--- src/rtl/seq_divider_param_pkg.sv ---
// ----------------------------------------------------------------------------
// seq_div_pkg
// Shared definitions for the sequential restoring divider:
//   - state_e     : controller states (IDLE / CALC / DONE)
//   - STATE_W     : width of the state encoding
//   - all_ones()  : all-ones pattern of a given width (unsigned saturation)
//   - sat_max_pos(): largest positive two's complement value of a given width
//   - sat_min_neg(): most negative two's complement value of a given width
// The helpers return 64-bit values so callers can size them with a cast.
// ----------------------------------------------------------------------------
package seq_div_pkg;

  localparam int STATE_W = 2;

  typedef enum logic [STATE_W-1:0] {
    ST_IDLE = 2'd0,
    ST_CALC = 2'd1,
    ST_DONE = 2'd2
  } state_e;

  function automatic logic [63:0] all_ones(input int unsigned w);
    if (w >= 64) begin
      return '1;
    end
    return (64'd1 << w) - 64'd1;
  endfunction

  function automatic logic [63:0] sat_max_pos(input int unsigned w);
    return (64'd1 << (w - 1)) - 64'd1;
  endfunction

  function automatic logic [63:0] sat_min_neg(input int unsigned w);
    return 64'd1 << (w - 1);
  endfunction

endpackage : seq_div_pkg

--- src/rtl/seq_divider_param_if.sv ---
// ----------------------------------------------------------------------------
// seq_divider_param_if
// Start/valid handshake and result bus of the sequential divider.
//   start      : request, sampled only while the divider is idle
//   a, b       : dividend / divisor (W bits)
//   busy       : divider iterating
//   valid      : one-cycle result strobe
//   dvz, ovf   : divide-by-zero / quotient overflow flags
//   q, r       : quotient / remainder (W bits)
// Modports: master = requester (drives start/a/b), slave = divider.
// ----------------------------------------------------------------------------
interface seq_divider_param_if #(
  parameter int W = 8
);

  logic         start;
  logic [W-1:0] a;
  logic [W-1:0] b;
  logic         busy;
  logic         valid;
  logic         dvz;
  logic         ovf;
  logic [W-1:0] q;
  logic [W-1:0] r;

  modport master (
    output start, a, b,
    input  busy, valid, dvz, ovf, q, r
  );

  modport slave (
    input  start, a, b,
    output busy, valid, dvz, ovf, q, r
  );

endinterface : seq_divider_param_if

--- src/rtl/seq_divider_param_step.sv ---
// ----------------------------------------------------------------------------
// seq_div_step
// One combinational restoring-division step.
//   p_i     : current partial remainder (W bits, always < b_i)
//   d_msb_i : dividend bit shifted into the remainder this step
//   b_i     : divisor (W bits, non-zero)
//   p_o     : next partial remainder
//   qbit_o  : quotient bit produced by this step
// The shifted remainder needs W+1 bits; because the incoming remainder is
// below the divisor, the restored result always fits back into W bits, so the
// subtraction can be done modulo 2^W once the full-width compare has decided.
// ----------------------------------------------------------------------------
module seq_div_step #(
  parameter int W = 8
) (
  input  logic [W-1:0] p_i,
  input  logic         d_msb_i,
  input  logic [W-1:0] b_i,
  output logic [W-1:0] p_o,
  output logic         qbit_o
);

  logic [W:0]   shifted;
  logic [W-1:0] sub_lo;

  assign shifted = {p_i, d_msb_i};
  assign sub_lo  = shifted[W-1:0] - b_i;
  assign qbit_o  = (shifted >= {1'b0, b_i});
  assign p_o     = qbit_o ? sub_lo : shifted[W-1:0];

endmodule : seq_div_step

--- src/rtl/seq_divider_param.sv ---
// ----------------------------------------------------------------------------
// seq_divider_param
// Multi-cycle restoring divider producing the fixed-point quotient
// Q = (A << F) / B and remainder R, one quotient bit per clock.
//   clk   : rising-edge clock
//   sclr  : synchronous active-high clear, overrides everything
//   bus   : seq_divider_param_if.slave (start/a/b in; busy/valid/dvz/ovf/q/r out)
// Timing: start accepted at edge E0 -> busy for N=W+F cycles -> valid for one
// cycle. b==0 skips straight to the result cycle with dvz set. A 1 in any
// quotient bit of weight >= W aborts early with ovf and a saturated q.
// Optional build macro SEQDIV_SIGNED_EN: operands are two's complement; the
// core divides magnitudes and the signs are applied when entering DONE
// (q sign = sign(a)^sign(b), r sign = sign(a), ovf saturates to the signed
// extreme). Without the macro the divider is unsigned only.
// ----------------------------------------------------------------------------
module seq_divider_param
  import seq_div_pkg::*;
#(
  parameter int W = 8,
  parameter int F = 4
) (
  input logic                clk,
  input logic                sclr,
  seq_divider_param_if.slave bus
);

  localparam int N  = W + F;
  localparam int CW = $clog2(N + 1);

  localparam logic [CW-1:0] LAST_CNT = CW'(N - 1);
  localparam logic [CW-1:0] F_CNT    = CW'(F);
  localparam logic [W-1:0]  Q_ONES   = W'(all_ones(W));
`ifdef SEQDIV_SIGNED_EN
  localparam logic [W-1:0]  Q_MAX_POS = W'(sat_max_pos(W));
  localparam logic [W-1:0]  Q_MIN_NEG = W'(sat_min_neg(W));
`endif

  state_e        state_q, state_d;
  logic [CW-1:0] cnt_q,   cnt_d;
  logic [N-1:0]  d_q,     d_d;
  logic [W-1:0]  p_q,     p_d;
  logic [W-1:0]  b_q,     b_d;
  logic [W-1:0]  q_q,     q_d;
  logic [W-1:0]  r_q,     r_d;
  logic          dvz_q,   dvz_d;
  logic          ovf_q,   ovf_d;
`ifdef SEQDIV_SIGNED_EN
  logic          qneg_q,  qneg_d;
  logic          rneg_q,  rneg_d;
`endif

  logic [W-1:0]  a_mag;
  logic [W-1:0]  b_mag;
  logic [W-1:0]  step_p;
  logic          step_qbit;
  logic [N-1:0]  d_shift;
  logic          int_phase;

  // Magnitudes fed to the unsigned core. For a = -2^(W-1) the negation wraps
  // to 2^(W-1), which is the correct magnitude when read as unsigned W bits.
`ifdef SEQDIV_SIGNED_EN
  assign a_mag = bus.a[W-1] ? (-bus.a) : bus.a;
  assign b_mag = bus.b[W-1] ? (-bus.b) : bus.b;
`else
  assign a_mag = bus.a;
  assign b_mag = bus.b;
`endif

  seq_div_step #(
    .W (W)
  ) u_step (
    .p_i     (p_q),
    .d_msb_i (d_q[N-1]),
    .b_i     (b_q),
    .p_o     (step_p),
    .qbit_o  (step_qbit)
  );

  // Dividend shifts left, quotient bits enter at the LSB.
  assign d_shift   = {d_q[N-2:0], step_qbit};
  // The first F iterations produce quotient bits of weight >= W.
  assign int_phase = (cnt_q < F_CNT);

  always_comb begin
    state_d = state_q;
    cnt_d   = cnt_q;
    d_d     = d_q;
    p_d     = p_q;
    b_d     = b_q;
    q_d     = q_q;
    r_d     = r_q;
    dvz_d   = dvz_q;
    ovf_d   = ovf_q;
`ifdef SEQDIV_SIGNED_EN
    qneg_d  = qneg_q;
    rneg_d  = rneg_q;
`endif

    unique case (state_q)
      ST_IDLE: begin
        if (bus.start) begin
          dvz_d = 1'b0;
          ovf_d = 1'b0;
          if (bus.b == '0) begin
            state_d = ST_DONE;
            dvz_d   = 1'b1;
            q_d     = Q_ONES;
            r_d     = '0;
          end else begin
            state_d = ST_CALC;
            cnt_d   = '0;
            d_d     = N'(a_mag) << F;
            p_d     = '0;
            b_d     = b_mag;
`ifdef SEQDIV_SIGNED_EN
            qneg_d  = bus.a[W-1] ^ bus.b[W-1];
            rneg_d  = bus.a[W-1];
`endif
          end
        end
      end

      ST_CALC: begin
        cnt_d = cnt_q + CW'(1);
        d_d   = d_shift;
        p_d   = step_p;
        if (int_phase && step_qbit) begin
          state_d = ST_DONE;
          ovf_d   = 1'b1;
          r_d     = '0;
`ifdef SEQDIV_SIGNED_EN
          q_d     = qneg_q ? Q_MIN_NEG : Q_MAX_POS;
`else
          q_d     = Q_ONES;
`endif
        end else if (cnt_q == LAST_CNT) begin
          state_d = ST_DONE;
`ifdef SEQDIV_SIGNED_EN
          // Magnitude may still exceed the signed range of the result.
          if (qneg_q) begin
            if (d_shift[W-1:0] > Q_MIN_NEG) begin
              ovf_d = 1'b1;
              q_d   = Q_MIN_NEG;
            end else begin
              q_d   = -d_shift[W-1:0];
            end
          end else begin
            if (d_shift[W-1:0] > Q_MAX_POS) begin
              ovf_d = 1'b1;
              q_d   = Q_MAX_POS;
            end else begin
              q_d   = d_shift[W-1:0];
            end
          end
          r_d = rneg_q ? (-step_p) : step_p;
`else
          q_d = d_shift[W-1:0];
          r_d = step_p;
`endif
        end
      end

      ST_DONE: begin
        state_d = ST_IDLE;
      end

      default: begin
        state_d = ST_IDLE;
      end
    endcase
  end

  always_ff @(posedge clk) begin
    if (sclr) begin
      state_q <= ST_IDLE;
      cnt_q   <= '0;
      d_q     <= '0;
      p_q     <= '0;
      b_q     <= '0;
      q_q     <= '0;
      r_q     <= '0;
      dvz_q   <= 1'b0;
      ovf_q   <= 1'b0;
`ifdef SEQDIV_SIGNED_EN
      qneg_q  <= 1'b0;
      rneg_q  <= 1'b0;
`endif
    end else begin
      state_q <= state_d;
      cnt_q   <= cnt_d;
      d_q     <= d_d;
      p_q     <= p_d;
      b_q     <= b_d;
      q_q     <= q_d;
      r_q     <= r_d;
      dvz_q   <= dvz_d;
      ovf_q   <= ovf_d;
`ifdef SEQDIV_SIGNED_EN
      qneg_q  <= qneg_d;
      rneg_q  <= rneg_d;
`endif
    end
  end

  // All outputs come straight from registers.
  assign bus.busy  = (state_q == ST_CALC);
  assign bus.valid = (state_q == ST_DONE);
  assign bus.dvz   = dvz_q;
  assign bus.ovf   = ovf_q;
  assign bus.q     = q_q;
  assign bus.r     = r_q;

endmodule : seq_divider_param

--- src/flat_wrapper.sv ---
// flat-port wrapper written by rule: the top's interface ports become plain ports
module seq_divider_param_flat import seq_div_pkg::*;
#(
  parameter int W = 8,
  parameter int F = 4
)
  (clk, sclr, bus_start, bus_a, bus_b, bus_busy, bus_valid, bus_dvz, bus_ovf, bus_q, bus_r);
  seq_divider_param_if #(.W(W)) bus_i ();
  input logic clk;
  input logic sclr;
  input wire logic [$bits(bus_i.start)-1:0] bus_start;
  input wire logic [$bits(bus_i.a)-1:0] bus_a;
  input wire logic [$bits(bus_i.b)-1:0] bus_b;
  output wire logic [$bits(bus_i.busy)-1:0] bus_busy;
  output wire logic [$bits(bus_i.valid)-1:0] bus_valid;
  output wire logic [$bits(bus_i.dvz)-1:0] bus_dvz;
  output wire logic [$bits(bus_i.ovf)-1:0] bus_ovf;
  output wire logic [$bits(bus_i.q)-1:0] bus_q;
  output wire logic [$bits(bus_i.r)-1:0] bus_r;
  assign bus_i.start = bus_start;
  assign bus_i.a = bus_a;
  assign bus_i.b = bus_b;
  assign bus_busy = bus_i.busy;
  assign bus_valid = bus_i.valid;
  assign bus_dvz = bus_i.dvz;
  assign bus_ovf = bus_i.ovf;
  assign bus_q = bus_i.q;
  assign bus_r = bus_i.r;
  seq_divider_param #(.W(W), .F(F)) u_core (.clk(clk), .sclr(sclr), .bus(bus_i));
endmodule
--- config.mk ---
export PLATFORM = sky130hd
export DESIGN_NAME = seq_divider_param_flat
export DESIGN_NICKNAME = d
export VERILOG_FILES = /design/src/rtl/seq_divider_param_pkg.sv /design/src/rtl/seq_divider_param_if.sv /design/src/rtl/seq_divider_param_step.sv /design/src/rtl/seq_divider_param.sv /design/src/flat_wrapper.sv
export SDC_FILE = /design/constraint.sdc
export NUM_CORES = 1
export LEC_CHECK = 0
export ABC_AREA = 1
export CAP_MARGIN = 40
export CORE_MARGIN = 5
export CORE_UTILIZATION = 23
export CTS_BUF_LIST = sky130_fd_sc_hd__clkbuf_4 sky130_fd_sc_hd__clkbuf_8
export DETAILED_ROUTE_END_ITERATION = 6
export SYNTH_ARGS = -nofsm -noshare
export SYNTH_HDL_FRONTEND = slang
export SYNTH_HIERARCHICAL = 1
export SYNTH_SLANG_ARGS = --single-unit
--- constraint.sdc ---
create_clock -name clk -period 3.8 [get_ports clk]
set_input_delay 0.95 -clock clk [delete_from_list [all_inputs] [get_ports clk]]
set_output_delay 0.95 -clock clk [all_outputs]
set_load 0.02 [all_outputs]
==> run metrics <==
status=finished clean; standard cell core area=0.0126 mm²; Area Overhead vs Synth=20.5%; number of enable flip-flop cells after synthesis=0; layout cells sized above 1=9.50%; number of endpoints failing setup at the final stage=0; category of the worst setup path launch point=flop; pins over their slew limit=0; minimum clock period=2.67 ns; via count of the first global-routing pass=2,638; worst path arrival time=1.72 ns; Die W=123 µm; Chip Height=123 µm; Tightest Pin Transition=0.749 ns; Post-DP HPWL=5.29 mm; dominant synthesized flop cell=sky130_fd_sc_hd__dfxtp_1; maximum level of the CTS H-tree=2; cell area after placement=0.00346 mm²; routed via count=2,756; dominant combinational cell family by area after synthesis=simple AND/OR/NAND/NOR gates; number of antenna violations at the first check in global routing=0; Placed Cells incl. Taps=648; xor/xnor cell area share of the yosys netlist=0.890%; Max clock buf depth=2; Filler cells=1,438; final period utilization=70.3%; worst hold-check path type=reg2reg; count of pins on the block boundary=39; share of synthesized area spent on multiplexers=0%; Worst setup EP type=output port; Port Buf Inserts=38; Max Fclk=0.375 GHz; total wirelength of the detailed-routed design=6.98 mm; worst reg-to-reg setup slack=1.50 ns; Resized Gates After CTS=0; sequential cell area fraction in the yosys report=35.3%; Final Hold Violating Endpoints=0; number of distinct library cell variants in the gate-level netlist after synthesis=34; global route total overflow=0; total leakage power=1.55 nW; final standard cell area without fillers=0.00356 mm²; MaxCap Viol Count=0; # DRC=0; Gate Count Post-Synth=449; cell area after technology mapping=0.00295 mm²; global-route wire length before repair=11.9 mm; biggest fanout along the worst timing path=20; Final GP Congestion=0.820; final antenna-violating net count=0; non-filler cells in the finished layout=656; total power divided by cell area=632 mW/mm²; Final TNS setup=0 ns; clock-pin slew of the registers on the worst-case setup and hold paths=0.10 ns; Synth Area in Compound Gates=6.32%; post-synthesis sequential element count=52; number of buffers inserted to repair setup after CTS=0; Ant. Diodes=0; Row Count=41; post-detailed-route wirelength per cell=10.6 µm; Synthesized Nets=478; share of synthesized cell area in full adder, half adder and majority cells=4.49%; area fraction in and, or, nand and nor cells after synthesis=42.2%; maximum clock skew at final layout=0.00848 ns; Inserted Clock Buffers=5; cell at the root of the clock tree=sky130_fd_sc_hd__clkbuf_8; number of DRC markers after the initial detailed-route iteration=132; count of TritonRoute iterations in the first routing pass=4; pin count of the biggest net entering global routing=28; hold buffer count at cts=0; post-detailed-route via-to-cell ratio=4.20; clk sinks=52; final worst hold slack=0.472 ns; startpoint-to-endpoint class of the critical path=reg2out; CTS tree=done; IR Drop Worst-Case VDD=0.182 mV; worst slew margin relative to its limit=50.0%; DIE AREA=0.0152 mm²; yosys warns=6; required time of the critical path=2.85 ns; synthesized area per cell=6.57 µm²; clock network latency to the later pin of the worst-skew pair=0.31 ns; starting utilization of the core area=23.4%; Power Total=0.00225 W; setup repair after global routing missed its margin=no; Layout Nets=512; Total GRT Usage=9.72%; fraction of registers with async set/reset=0%
==> cells by family after synthesis <==
| family | Yosys count |
|---|---|
| XOR/XNOR | 3 |
| AND/OR/NAND/NOR | 279 |
| buffers and inverters | 71 |
| adder cells (fa/ha/maj) | 10 |
| flip-flops | 52 |
| AO/OA/AOI/OAI | 34 |
==> registers in the layout, indices dropped and copies added (netlist names) <==
register	flops
u_core/bus.ovf	1
u_core/bus.dvz	1
u_core/cnt_q	4
u_core/state_q	2
u_core/bus.q	8
u_core/d_q	12
u_core/p_q	8
u_core/bus.r	8
u_core/b_q	8
==> cells in the mapped netlist (2+ instances only) <==
| cell type | number | area share [%] |
|---|---|---|
| sky130_fd_sc_hd__o21ai_1 | 2 | 0.34 |
| sky130_fd_sc_hd__clkbuf_1 | 3 | 0.38 |
| sky130_fd_sc_hd__nor3_1 | 2 | 0.34 |
| sky130_fd_sc_hd__inv_2 | 6 | 0.76 |
| sky130_fd_sc_hd__nor2_2 | 5 | 1.1 |
| sky130_fd_sc_hd__nand4_1 | 2 | 0.42 |
| sky130_fd_sc_hd__nor2_4 | 3 | 1.1 |
| sky130_fd_sc_hd__nand2_1 | 132 | 17 |
| sky130_fd_sc_hd__nand2_4 | 3 | 1.1 |
| sky130_fd_sc_hd__buf_2 | 3 | 0.51 |
| sky130_fd_sc_hd__nand2_2 | 9 | 1.9 |
| sky130_fd_sc_hd__a21oi_1 | 28 | 4.7 |
| sky130_fd_sc_hd__ha_1 | 9 | 3.8 |
| sky130_fd_sc_hd__nor2_1 | 74 | 9.4 |
| sky130_fd_sc_hd__dfxtp_1 | 52 | 35 |
| sky130_fd_sc_hd__nand3_1 | 42 | 7.1 |
| sky130_fd_sc_hd__buf_6 | 6 | 2.3 |
| sky130_fd_sc_hd__nand3_2 | 2 | 0.68 |
| sky130_fd_sc_hd__inv_1 | 50 | 6.4 |
| sky130_fd_sc_hd__xnor2_1 | 2 | 0.59 |
==> report_power, final <==
part / leakage, nW / internal [W] / switching [W]
combinational: 1.08 / 0.000432 / 0.000769
clock: 0.0448 / 0.000139 / 0.000192
sequential: 0.425 / 0.000645 / 0.0000704
==> worst max-delay path, stage by stage (launching register included) <==
cell	delay [ns]
sky130_fd_sc_hd__dfxtp_1	0.38
sky130_fd_sc_hd__inv_2	0.07
sky130_fd_sc_hd__nor2_2	0.07
sky130_fd_sc_hd__buf_4	0.24
sky130_fd_sc_hd__clkdlybuf4s50_1	0.65
==> final timing paths <==
check	from	cells after the start	endpoint
max	u_core/state_q[0]	4	bus_busy
min	u_core/d_q[8]	2	u_core/d_q[8]
min reg2reg	u_core/d_q[8]	2	u_core/d_q[8]
max reg2reg	u_core/b_q[6]	15	u_core/bus.r[6]
==> final cells by class <==
type	instances	area (µm²)	share of cell area [%]
Multi-Input combinational cell	326	1590	44.7
Clock buffer	6	76.3	2.15
Inverter	57	214	6.01
Timing Repair Buffer	41	403	11.3
Sequential cell	52	1040	29.3
Clock inverter	2	16.3	0.457
Tap cell	172	215	6.05
==> placed cells by master (no fill, tap or decap), drive strengths merged, types with 6 or more instances in the layout <==
| cell type | n |
|---|---|
| a21oi | 29 |
| clkbuf | 6 |
| clkdlybuf4s50 | 38 |
| dfxtp | 52 |
| ha | 9 |
| inv | 56 |
| nand2 | 145 |
| nand3 | 44 |
| nor2 | 83 |
==> stage by stage <==
stage	setup WS, ns	util [%]
floorplan	1.74	-
global placement	1.14	27.5
detailed placement	1.09	27.5
CTS	1.11	28.2
global route	1.03	28.2
finish	1.13	28.2
==> layer usage <==
| metal | vias up | track usage (%) | share of wire (%) |
|---|---|---|---|
| met1 | 1236 | 11.4 | 45 |
| met2 | 53 | 17.5 | 50 |
| met5 | - | 0 | 0 |
| met3 | 11 | 1.74 | 3.0 |
| li1 | 1456 | - | - |
| met4 | 0 | 3.88 | 2.2 |
No activity file was read; power rests on OpenSTA's default activity.
